$ cat config.mk
export PLATFORM = sky130hd
export DESIGN_NAME = lane_lfsr16
export DESIGN_NICKNAME = d
export VERILOG_FILES = /design/src/rtl/random_dram_pkg.sv /design/src/rtl/lane_lfsr16.sv
export SDC_FILE = /design/constraint.sdc
export NUM_CORES = 1
export LEC_CHECK = 0
export BUFFER_PORTS_ARGS = -buffer_cell sky130_fd_sc_hd__buf_2
export CORE_UTILIZATION = 47
export DETAILED_ROUTE_END_ITERATION = 10
export GPL_TIMING_DRIVEN = 0
export PLACE_DENSITY = 0.91
export SYNTH_ARGS = -nofsm -noshare
export SYNTH_HDL_FRONTEND = slang
export SYNTH_SLANG_ARGS = --single-unit
export TNS_END_PERCENT = 10
$ cat constraint.sdc
create_clock -name clk -period 2.8 [get_ports clk]
set_clock_uncertainty 0.1 [all_clocks]
set_input_delay 0 -clock clk [delete_from_list [all_inputs] [get_ports clk]]
set_output_delay 0 -clock clk [all_outputs]
set_load 0.03 [all_outputs]
$ cat src/rtl/random_dram_pkg.sv
// Shared constants, mode encoding and lane seed derivation for random_dram_model.
package random_dram_pkg;

  localparam int unsigned LANE_W      = 16;
  localparam logic [15:0] SEED_OFFSET = 16'hACE1;

  typedef enum logic [1:0] {
    MODE_RANDOM    = 2'd0,
    MODE_ADDR_ECHO = 2'd1,
    MODE_HOLD      = 2'd2,
    MODE_ZERO      = 2'd3
  } mode_e;

  // Per-lane seed; an all-zero seed would lock the LFSR, so it is forced to 1.
  function automatic logic [LANE_W-1:0] lane_seed(input logic [LANE_W-1:0] base,
                                                  input int unsigned       lane);
    logic [LANE_W-1:0] s;
    s = base ^ (SEED_OFFSET + LANE_W'(lane));
    if (s == '0) s = LANE_W'(1);
    return s;
  endfunction

endpackage

$ cat src/rtl/lane_lfsr16.sv
// One 16-bit Fibonacci LFSR lane (taps 15,13,12,10); load wins over advance.
// Ports: clk, load (take seed), advance (one step), seed, state.
module lane_lfsr16
  import random_dram_pkg::*;
(
  input  logic              clk,
  input  logic              load,
  input  logic              advance,
  input  logic [LANE_W-1:0] seed,
  output logic [LANE_W-1:0] state
);

  logic feedback;

  assign feedback = state[15] ^ state[13] ^ state[12] ^ state[10];

  always_ff @(posedge clk) begin
    if (load) begin
      state <= seed;
    end else if (advance) begin
      state <= {state[14:0], feedback};
    end
  end

endmodule

# Word-level counts from Yosys, hierarchy flattened
# Cells that the tools add are included.
# W data, S select, Z words.
[classes]
n_mux = 2
bitwise = 3
reduce_logical = 1
[op_table]
columns = ["cell", "n"]
rows = [
  ["$mux W16", 2],
  ["$xor A1 B1 Y1", 3],
  ["$reduce_bool A2 Y1", 1],
]
[word_totals]
ff_bits = 16
inputBits = 19
output_inout_bits = 16
word_cells = 7

# Longest topological paths before layout
# Gate-level depths: netlist of the first run.
[logic_depth]
depth_word = 5
depth_mapped = 4
mapped_depth_nobuf = 3

# Worst setup path before layout of the first run
# OpenSTA, ideal clock, no wires.
[synth_timing]
path_kind = "register -> register"
startpoint = "register state[10]"
endpoint = "register state[0] (data pin)"
setup_ns = 0.260
arrival_time_ns = 0.958
required_time_ns = 2.440
setup_slack_ns = 1.481
path_stages_with_launch = 4
n_path_buf = 0
period_less_slack_ns = 1.319
path_cell_list = "edfxtp_1 > xnor2_1 > xnor2_1 > o21ai_0"
[synth_via]
elab_chain_len = 3
[synth_rtl]
columns = ["item", "line", "source"]
rows = [
  ["from (decl)", "lane_lfsr16.sv:10", "output logic [LANE_W-1:0] state"],
  ["from (signal assigned)", "lane_lfsr16.sv:21", "state <= {state[14:0], feedback};"],
  ["$xor A1 B1 Y1", "lane_lfsr16.sv:15", "assign feedback = state[15] ^ state[13] ^ state[12] ^ state[10];"],
  ["$mux W16", "lane_lfsr16.sv:20", "end else if (advance) begin"],
  ["$mux W16", "lane_lfsr16.sv:18", "if (load) begin"],
]
# Every way passes these cells. The select of a mux whose other input is x is not followed.
# A chain may end at the register's enable or synchronous reset.

# Worst setup path after layout of the first run
[layout_timing]
startpoint = "register state[13]"
endpoint = "register state[14] (data pin)"
[layout_via]
elab_chain_len = 2
[layout_rtl]
columns = ["item", "line"]
rows = [
  ["$mux W16", "lane_lfsr16.sv:20"],
  ["$mux W16", "lane_lfsr16.sv:18"],
]
# Every way passes these cells. The select of a mux whose other input is x is not followed.

==> results.json, run 1 <==
{
  "internal_power_w": 0.000433,
  "yosysSeqAreaShare_pct": 64.2,
  "rr_endpoint": "state[14]$_DFFE_PP_",
  "timing.fmax_ghz": 0.609,
  "worstHoldPathCells": 2,
  "synthesis.area_sq_um": 748,
  "grt_overflow": 0,
  "switchingPower_w": 0.000180,
  "final.setup.tns_ps": 0,
  "hold_violations": 0,
  "dpl_worst_slack_ps": 1470,
  "worstMarginPinSlew_ps": 685,
  "powerDensity_nw_per_um2": 535,
  "post-route-min-period_ps": 1640,
  "ys_warn_count": 0,
  "setup_viol": 0,
  "worstPathMaxFanout": 3,
  "core_area_sq_um": 1490,
  "final_layout_size_suffix_gt1_share_pct": 56.4,
  "r2r_start": "state[13]$_DFFE_PP_",
  "drt-wirelength-per-cell_um": 14.1,
  "synth_seq_cells": 16,
  "reg_top3": "state (16)",
  "grt_max_degree": 17,
  "largest_reg_flops": 16,
  "synth_top_area_share_pct": 64.2,
  "final_cell_mix": "buf_2, dlygate4sd3_1, edfxtp_1",
  "end_kind": "flop",
  "fin_hold_ws_ps": 6.07,
  "syn_avg_cell_area_sq_um": 19.2,
  "max-vdd-ir-drop_v": 0.000309,
  "cts_buffer_depth": 2,
  "pwr-share-seq_pct": 51.3,
  "port_buffers": 33,
  "grt_usage_pct": 18.9,
  "drt_pre_antenna_iters": 3,
  "drv_cap": 0,
  "yosys.area.top_type": "edfxtp_1",
  "hpwlAfterDp_um": 958,
  "insertion_delay_ps": 280,
  "setup_ws_ps": 1160,
  "finalCritPeriodShare_pct": 58.7,
  "status": "completed",
  "clk_pin_slew_ps": 90,
  "min_to": "state[3]$_DFFE_PP_",
  "drc": 0,
  "crit_required_ps": 2730,
  "p_leak_nw": 0.503,
  "num_io_pins": 35,
  "hp-class": "primary input to flop",
  "vias_per_cell": 4.85,
  "layout_commonest_cell": "buf_2",
  "seq_area_sq_um": 480,
  "reg2regPathDepth": 2,
  "switching_share_pct": 29.4,
  "place_congestion": 0.632,
  "cts_buffers": 3,
  "routed_wl_um": 1560,
  "cp.arrival_ps": 1580,
  "r2r_slack_ps": 1160,
  "antenna_found_initial": 0,
  "slew_headroom_pct": 54.4,
  "drtAntennaViolNets": 0,
  "fp-row-count": 14,
  "antenna_cells": 0,
  "cts_tree": "done",
  "cts_num_sinks": 16,
  "critical_path_class": "flop to flop",
  "synthCells": 39,
  "via_count": 534,
  "multiInputGateArea_sq_um": 236,
  "p_clk_share_pct": 19.5,
  "combPwrFrac_pct": 29.2,
  "synth_nets": 58,
  "die_y_um": 41.9,
  "synth.area.top_cells": "edfxtp_1, mux2_4, mux2_2",
  "start_kind": "flop",
  "nNetsFinal": 115,
  "fp.dieW_um": 41.9,
  "fill_cells": 93,
  "syn_to_final_growth_pct": 53.2,
  "cts_max_level": 1,
  "grt_pass1_vias": 545,
  "largest-register": "state",
  "slew_violations": 0,
  "grt_pass1_wl_um": 2420,
  "cts-resized-gates": 0,
  "drt-initial-drc-count": 6,
  "root_buffer": "clkbuf_4",
  "initial_core_util_pct": 50.3,
  "fin_util_pct": 77.0,
  "rsz0062_at_grt": "false",
  "die-area_sq_um": 1760,
  "hp-start": "load",
  "synth.distinct_cells": 9
}
[repair_timing]
item	4_1_cts	5_1_grt
endpoints found under the hold margin	16	0
buffers inserted	0	0
hold buffers	19	0
[through the flow]
stage / instance area, sq um / total power, W / std cells
after detailed placement: 933 / 0.000473 / 88
after floorplan: 748 / 0.000426 / 39
after CTS: 1150 / 0.000614 / 110
after global placement: 933 / 0.000468 / 88
final: 1150 / 0.000613 / 110
after global routing: 1150 / 0.000638 / 110
[cells in the mapped netlist (all sizes together)]
cell type / count
nand2: 1
o21ai: 1
mux2: 15
or2: 1
buf: 2
xnor2: 3
edfxtp: 16
[cell type report]
cell class	count	share of cell area, %
timing repair buffer	52	31.0
buffer	2	2.73
sequential	16	41.9
tap	16	1.75
multi-input combinational	21	20.6
clock buffer	3	1.97
[how the worst max path moves through the flow]
stage	start	to	slack, ps	depth (start not counted)
after floorplan	state[10]$_DFFE_PP_	state[0]$_DFFE_PP_	1480	3
after global placement	load	state[9]$_DFFE_PP_	1520	3
after detailed placement	load	state[9]$_DFFE_PP_	1470	3
after CTS	state[13]$_DFFE_PP_	state[14]$_DFFE_PP_	1200	2
after global routing	state[13]$_DFFE_PP_	state[14]$_DFFE_PP_	1130	2
final	state[13]$_DFFE_PP_	state[14]$_DFFE_PP_	1160	2
[critical path, cell delays in order (launching register included)]
cell and delay (ps):
edfxtp_1 430, mux2_2 290, dlygate4sd3_1 570
[kinds of logic (layout without fill, tap and decap cells)]
family          after synthesis  count (layout)  share of synthesized area [%]
mux                          15              15                           26.1
compound gates                1               1                          0.668
flops                        16              16                           64.2
buf+inv                       2              57                           4.18
xor+xnor                      3               3                           3.51
simple gates                  2               2                           1.34
[layer usage]
layer | vias up | wire length [um] | global-route usage (%)
li1 | 258 | - | -
met3 | 0 | 65 | 2.61
met5 | - | 0 | 0
met1 | 253 | 619 | 23.8
met4 | 0 | 0 | 3.87
met2 | 23 | 871 | 34.4
[power groups by stage]
stage	registers [W]	logic, W	clock network, W
6_report	0.000314	0.000179	0.000119
5_1_grt	0.000318	0.000189	0.000131
4_1_cts	0.000315	0.000177	0.000122
3_5_place_dp	0.000319	0.000153	0
3_3_place_gp	0.000318	0.000150	0
2_1_floorplan	0.000373	0.0000533	0
(Power assumes the default switching activity.)
==> run 2: changes to the inputs <==
--- a/config.mk
+++ b/config.mk
@@ -5,11 +5,12 @@
 export SDC_FILE = /design/constraint.sdc
 export NUM_CORES = 1
 export LEC_CHECK = 0
+export ABC_AREA = 1
 export BUFFER_PORTS_ARGS = -buffer_cell sky130_fd_sc_hd__buf_2
-export CORE_UTILIZATION = 47
+export CORE_UTILIZATION = 40
 export DETAILED_ROUTE_END_ITERATION = 10
 export GPL_TIMING_DRIVEN = 0
-export PLACE_DENSITY = 0.91
+export PLACE_DENSITY = 0.83
 export SYNTH_ARGS = -nofsm -noshare
 export SYNTH_HDL_FRONTEND = slang
 export SYNTH_SLANG_ARGS = --single-unit
==> constraint.sdc (replaced) <==
create_clock -name clk -period 1.5 [get_ports clk]
set_clock_uncertainty 0.1 [all_clocks]
set_input_delay 0 -clock clk [delete_from_list [all_inputs] [get_ports clk]]
set_output_delay 0 -clock clk [all_outputs]
set_load 0.03 [all_outputs]
==> run 2 against run 1 <==
Against the previous run: area after synthesis increased by 1.0%; wire length increased by 6.8%; first-iteration DRC count increased by 100%; final area decreased by 0.55%; highest routed layer is now met4; largest cell class unchanged.
==> results.json, run 2 <==
{
  "drt-initial-drc-count": 12,
  "port_buffers": 34,
  "grt_overflow": 0,
  "drtAntennaViolNets": 0,
  "drt-wirelength-per-cell_um": 10.5,
  "synthesis.area_sq_um": 756,
  "layout_commonest_cell": "nand2_1",
  "setup_viol": 0,
  "core_area_sq_um": 1750,
  "synth.area.top_cells": "edfxtp_1, nand2_1, buf_6",
  "hold_buffers": 16,
  "synth.distinct_cells": 11,
  "cts_buffer_depth": 2,
  "setup_ws_ps": 270,
  "post-route-min-period_ps": 1230,
  "grt_pass1_wl_um": 2590,
  "cts_num_sinks": 16,
  "worstMarginPinSlew_ps": 661,
  "start_kind": "flop",
  "status": "completed",
  "fin_hold_ws_ps": 20.5,
  "crit_required_ps": 1440,
  "max-vdd-ir-drop_v": 0.000497,
  "dpl_worst_slack_ps": 198,
  "final_cell_mix": "nand2_1, buf_2, dlygate4sd3_1, edfxtp_1, inv_1",
  "die-area_sq_um": 2070,
  "slew_headroom_pct": 56.0,
  "via_count": 689,
  "slew_violations": 0,
  "ys_async_sr_fraction_pct": 0,
  "synth_seq_cells": 16,
  "yosysSeqAreaShare_pct": 63.6,
  "synthCells": 81,
  "ys_warn_count": 0,
  "syn_to_final_growth_pct": 50.8,
  "drc": 0,
  "fp-row-count": 15,
  "place_congestion": 0.730,
  "final_area_sq_um": 1140,
  "initial_core_util_pct": 43.3,
  "hold_violations": 0,
  "cts_max_level": 1,
  "cts_tree": "done",
  "cts_setup_buffers": 0,
  "grt_max_degree": 17,
  "place_area_sq_um": 957,
  "die_y_um": 45.5,
  "drv_cap": 0,
  "cts_buffers": 3,
  "grt_usage_pct": 18.2,
  "timing.fmax_ghz": 0.813,
  "clk_pin_slew_ps": 90,
  "insertion_delay_ps": 270,
  "synth_common_cells": "nand2_1, edfxtp_1, inv_1",
  "final_layout_size_suffix_gt1_share_pct": 30.6,
  "synth_nets": 100,
  "cts-resized-gates": 0,
  "drt_pre_antenna_iters": 4,
  "antenna_cells": 0,
  "synth_top_area_share_pct": 63.6,
  "fp.dieW_um": 45.5,
  "syn_avg_cell_area_sq_um": 9.33,
  "nNetsFinal": 155,
  "critical_path_class": "flop to flop",
  "reg_top3": "state (16)",
  "yosys.area.top_type": "edfxtp_1",
  "rsz0062_at_grt": "false",
  "powerDensity_nw_per_um2": 952,
  "fin_util_pct": 65.3,
  "worstPathMaxFanout": 4,
  "end_kind": "flop",
  "cp.arrival_ps": 1170,
  "synth.most_common_cell": "nand2_1",
  "num_io_pins": 35,
  "largest_reg_flops": 16,
  "p_leak_nw": 0.582,
  "synth_ff_type": "edfxtp_1",
  "synth_edf_count": 16,
  "routed_wl_um": 1660,
  "final.setup.tns_ps": 0,
  "hp-class": "primary input to flop",
  "root_buffer": "clkbuf_4",
  "grt_pass1_vias": 616,
  "finalCritPeriodShare_pct": 82.0,
  "antenna_found_initial": 0,
  "fill_cells": 146,
  "r2r_slack_ps": 270,
  "vias_per_cell": 4.33,
  "largest-register": "state",
  "hpwlAfterDp_um": 1110
}
run 2: worst paths after layout:
path / startpoint / endpoint / cells past startpoint
max reg2reg: state[10]$_DFFE_PP_ / state[0]$_DFFE_PP_ / 6
max: state[10]$_DFFE_PP_ / state[0]$_DFFE_PP_ / 6
min reg2reg: state[0]$_DFFE_PP_ / state[1]$_DFFE_PP_ / 2
min: load / state[1]$_DFFE_PP_ / 4
run 2: layout make-up:
cell class | count | area [sq um] | share of cell area, %
sequential | 16 | 480 | 42.2
timing repair buffer | 50 | 330 | 29.0
tap | 25 | 31.3 | 2.74
buffer | 3 | 30.0 | 2.63
inverter | 6 | 22.5 | 1.98
clock buffer | 3 | 22.5 | 1.98
multi-input combinational | 56 | 223 | 19.5
run 2: report_power, final:
| group | internal (W) | total [W] | switching (W) |
|---|---|---|---|
| clock | 0.0000929 | 0.000217 | 0.000124 |
| combinational | 0.000111 | 0.000290 | 0.000180 |
| sequential | 0.000551 | 0.000578 | 0.0000270 |
| total | 0.000755 | 0.00109 | 0.000331 |
run 2: layer usage:
| metal | share of wire [%] | GRT usage (%) | vias up |
|---|---|---|---|
| li1 | - | - | 360 |
| met1 | 41 | 21.6 | 307 |
| met2 | 54 | 31.4 | 20 |
| met3 | 3.6 | 4.37 | 2 |
| met4 | 1.1 | 7.27 | 0 |
| met5 | 0 | 0 | - |
run 2: metrics by stage:
step	total power (W)	cells
6_report	0.00109	159
3_5_place_dp	0.000846	140
2_1_floorplan	0.000761	81
5_1_grt	0.00114	159
4_1_cts	0.00109	159
3_3_place_gp	0.000838	140
run 2: cell families after synthesis:
group                  share of synthesized area (%)
AO/OA/AOI/OAI                                   1.99
XOR/XNOR                                        1.16
buffers and inverters                           6.95
flip-flops                                      63.6
AND/OR/NAND/NOR                                 26.3
run 2: critical path, cell delays in order, from the launching register on:
cell      delay, ps
edfxtp_1        440
nor2_1          160
inv_1            50
nand2_1          60
nand2_1          50
nand3_1          80
nand2_1          50
==> run 3: changes to the inputs <==
--- a/config.mk
+++ b/config.mk
@@ -5,12 +5,12 @@
 export SDC_FILE = /design/constraint.sdc
 export NUM_CORES = 1
 export LEC_CHECK = 0
-export ABC_AREA = 1
+export ABC_AREA = 0
 export BUFFER_PORTS_ARGS = -buffer_cell sky130_fd_sc_hd__buf_2
-export CORE_UTILIZATION = 40
+export CORE_UTILIZATION = 44
 export DETAILED_ROUTE_END_ITERATION = 10
 export GPL_TIMING_DRIVEN = 0
-export PLACE_DENSITY = 0.83
+export PLACE_DENSITY = 0.86
 export SYNTH_ARGS = -nofsm -noshare
 export SYNTH_HDL_FRONTEND = slang
 export SYNTH_SLANG_ARGS = --single-unit
==> constraint.sdc (replaced) <==
create_clock -name clk -period 1.17 [get_ports clk]
set_clock_uncertainty 0.1 [all_clocks]
set_input_delay 0 -clock clk [delete_from_list [all_inputs] [get_ports clk]]
set_output_delay 0 -clock clk [all_outputs]
set_load 0.03 [all_outputs]
==> run 3 against run 2 <==
Against the previous run: the run now ends with setup timing left; critical path depth fell by 3; sequential share of layout area is 1.5 points lower; sequential power increased by 31%; wire length shrank 2.1%; non-clock buffer count rose by 2; total power increased by 39%; core utilization is 11 points higher; flip-flop and latch count unchanged; via count is 22% lower; final cell count is 30% lower; fmax down 6.5%; global-route usage about the same; critical endpoint unchanged.
==> results.json, run 3 (synthesis gave the netlist of run 1 again) <==
{
  "port_buffers": 33,
  "antenna_found_initial": 0,
  "die_y_um": 43.2,
  "finalCritPeriodShare_pct": 112,
  "cts_max_level": 1,
  "cts_buffer_depth": 2,
  "cts_buffers": 3,
  "r2r_slack_ps": -140,
  "grt_pass1_vias": 568,
  "layout_commonest_cell": "buf_2",
  "cts_tree": "done",
  "slowest_delay_ps": 470,
  "initial_core_util_pct": 48.5,
  "drtAntennaViolNets": 0,
  "via_count": 540,
  "worstMarginPinSlew_ps": 665,
  "drc": 0,
  "largest-register": "state",
  "cts_num_sinks": 16,
  "cp.arrival_ps": 1240,
  "internal_power_w": 0.00106,
  "startpoint": "state[10]$_DFFE_PP_",
  "drv_cap": 0,
  "dpl_worst_slack_ps": -145,
  "critical_path_class": "flop to flop",
  "place_congestion": 0.638,
  "largest_reg_flops": 16,
  "final_layout_size_suffix_gt1_share_pct": 60.4,
  "slew_headroom_pct": 55.7,
  "powerDensity_nw_per_um2": 1280,
  "crit_buf_inv": 0,
  "start_kind": "flop",
  "crit_required_ps": 1100,
  "antenna_cells": 0,
  "hpwlAfterDp_um": 978,
  "die-area_sq_um": 1870,
  "pwr-share-seq_pct": 50.3,
  "fp-row-count": 14,
  "drt-wirelength-per-cell_um": 14.5,
  "vias_per_cell": 4.82,
  "final_cell_mix": "buf_2, dlygate4sd3_1, edfxtp_1",
  "reg_top3": "state (16)",
  "max-vdd-ir-drop_v": 0.000924,
  "setup_viol": 8,
  "endpoint": "state[0]$_DFFE_PP_",
  "grt_overflow": 0,
  "core_area_sq_um": 1540,
  "r2r_start": "state[10]$_DFFE_PP_",
  "path_cells": "xnor2_2, xnor2_2, o21ai_1",
  "insertion_delay_ps": 280,
  "switching_share_pct": 29.8,
  "num_io_pins": 35,
  "grt_usage_pct": 18.2,
  "drt_pre_antenna_iters": 3,
  "reg2regPathDepth": 3,
  "setup_ws_ps": -145,
  "switchingPower_w": 0.000449,
  "hp-class": "primary input to flop",
  "rr_endpoint": "state[0]$_DFFE_PP_",
  "end_kind": "flop",
  "hold_violations": 0,
  "combPwrFrac_pct": 30.4,
  "crit_path_frequent_cell": "xnor2_2",
  "grt_max_degree": 17,
  "crit_family": "flip-flops",
  "final_area_sq_um": 1180,
  "cp_num_cells": 3,
  "status": "finished, violations left",
  "grt_pass1_wl_um": 2420,
  "routed_wl_um": 1630,
  "drt-initial-drc-count": 9,
  "timing.fmax_ghz": 0.761,
  "p_leak_nw": 0.528,
  "place_area_sq_um": 933,
  "rsz0062_at_grt": "true",
  "root_buffer": "clkbuf_4",
  "fp.dieW_um": 43.2,
  "post-route-min-period_ps": 1310,
  "crit_path_top_delay_cell": "edfxtp_1",
  "p_clk_share_pct": 19.3,
  "nNetsFinal": 116,
  "worstPathMaxFanout": 2,
  "slew_violations": 0,
  "clk_pin_slew_ps": 100,
  "failed_checks": "setup timing",
  "syn_to_final_growth_pct": 57.9
}
## run 3: changes by cell type in the layout (fill, tap and decap cells not counted), moves of 2 or more
cell           delta
mux2_4            +7
dlygate4sd3_1     +2
xnor2_2           +3
inv_1             -5
mux2_2            +8
nor2_1            -2
nand2_1          -47
o21ai_0           -3
## run 3: what timing repair did
action | CTS | global route
endpoints found under the setup margin | 1 | 4
pin swaps | 0 | 1
setup buffers | 2 | 0
gates resized for setup | 0 | 4
cloned | 0 | 0
hold buffers | 16 | 2
endpoints found under the hold margin | 16 | 3
## run 3: metal layers
metal  vias to the layer above  track usage [%]  share of wire (%)
met4                         0             7.27               0.55
met3                         2             3.83                3.6
met2                        20             32.2                 55
met5                         -                0                  0
met1                       256             21.2                 40
li1                        262                -                  -
## run 3: per-stage QoR
step	total power, W	TNS (ps)	std cells	hold WS [ps]	utilization (%)
after detailed placement	0.00113	-2410	88	204	60.6
after global routing	0.00157	-581	112	72.3	76.6
after CTS	0.00147	-91.3	110	1.75	73.6
after global placement	0.00112	-2000	88	192	60.6
after floorplan	0.00102	-285	39	97.7	-
final	0.00151	-421	112	77.7	76.6
## run 3: how the worst min path moves through the flow
stage             start             endpoint  slack [ps]  cells past startpoint
2_1_floorplan   seed[0]   state[0]$_DFFE_PP_         100                      2
3_3_place_gp    seed[0]   state[0]$_DFFE_PP_         190                      3
3_5_place_dp   seed[12]  state[12]$_DFFE_PP_         200                      2
4_1_cts            load   state[4]$_DFFE_PP_           2                      2
5_1_grt            load   state[0]$_DFFE_PP_          70                      3
6_report           load   state[7]$_DFFE_PP_          80                      3
## run 3: power by group through the flow
stage                     Combinational, W  Sequential (W)  Clock, W
after detailed placement          0.000368        0.000764         0
after global placement            0.000361        0.000762         0
after CTS                         0.000422        0.000751  0.000293
final                             0.000458        0.000758  0.000291
after global routing              0.000481        0.000766  0.000327
after floorplan                   0.000129        0.000892         0
## run 3: final cells by class
cell class	instances	area (sq um)
Sequential cell	16	480
Timing Repair Buffer	53	364
Fill cell	103	360
Multi-Input combinational cell	21	259
Buffer	2	31.3
Clock buffer	3	22.5
Tap cell	16	20.0
Clock inverter	1	3.75
## run 3: worst min-delay path, cell delays in order
cell,delay (ps)
buf_6,80
buf_12,120
mux2_4,150
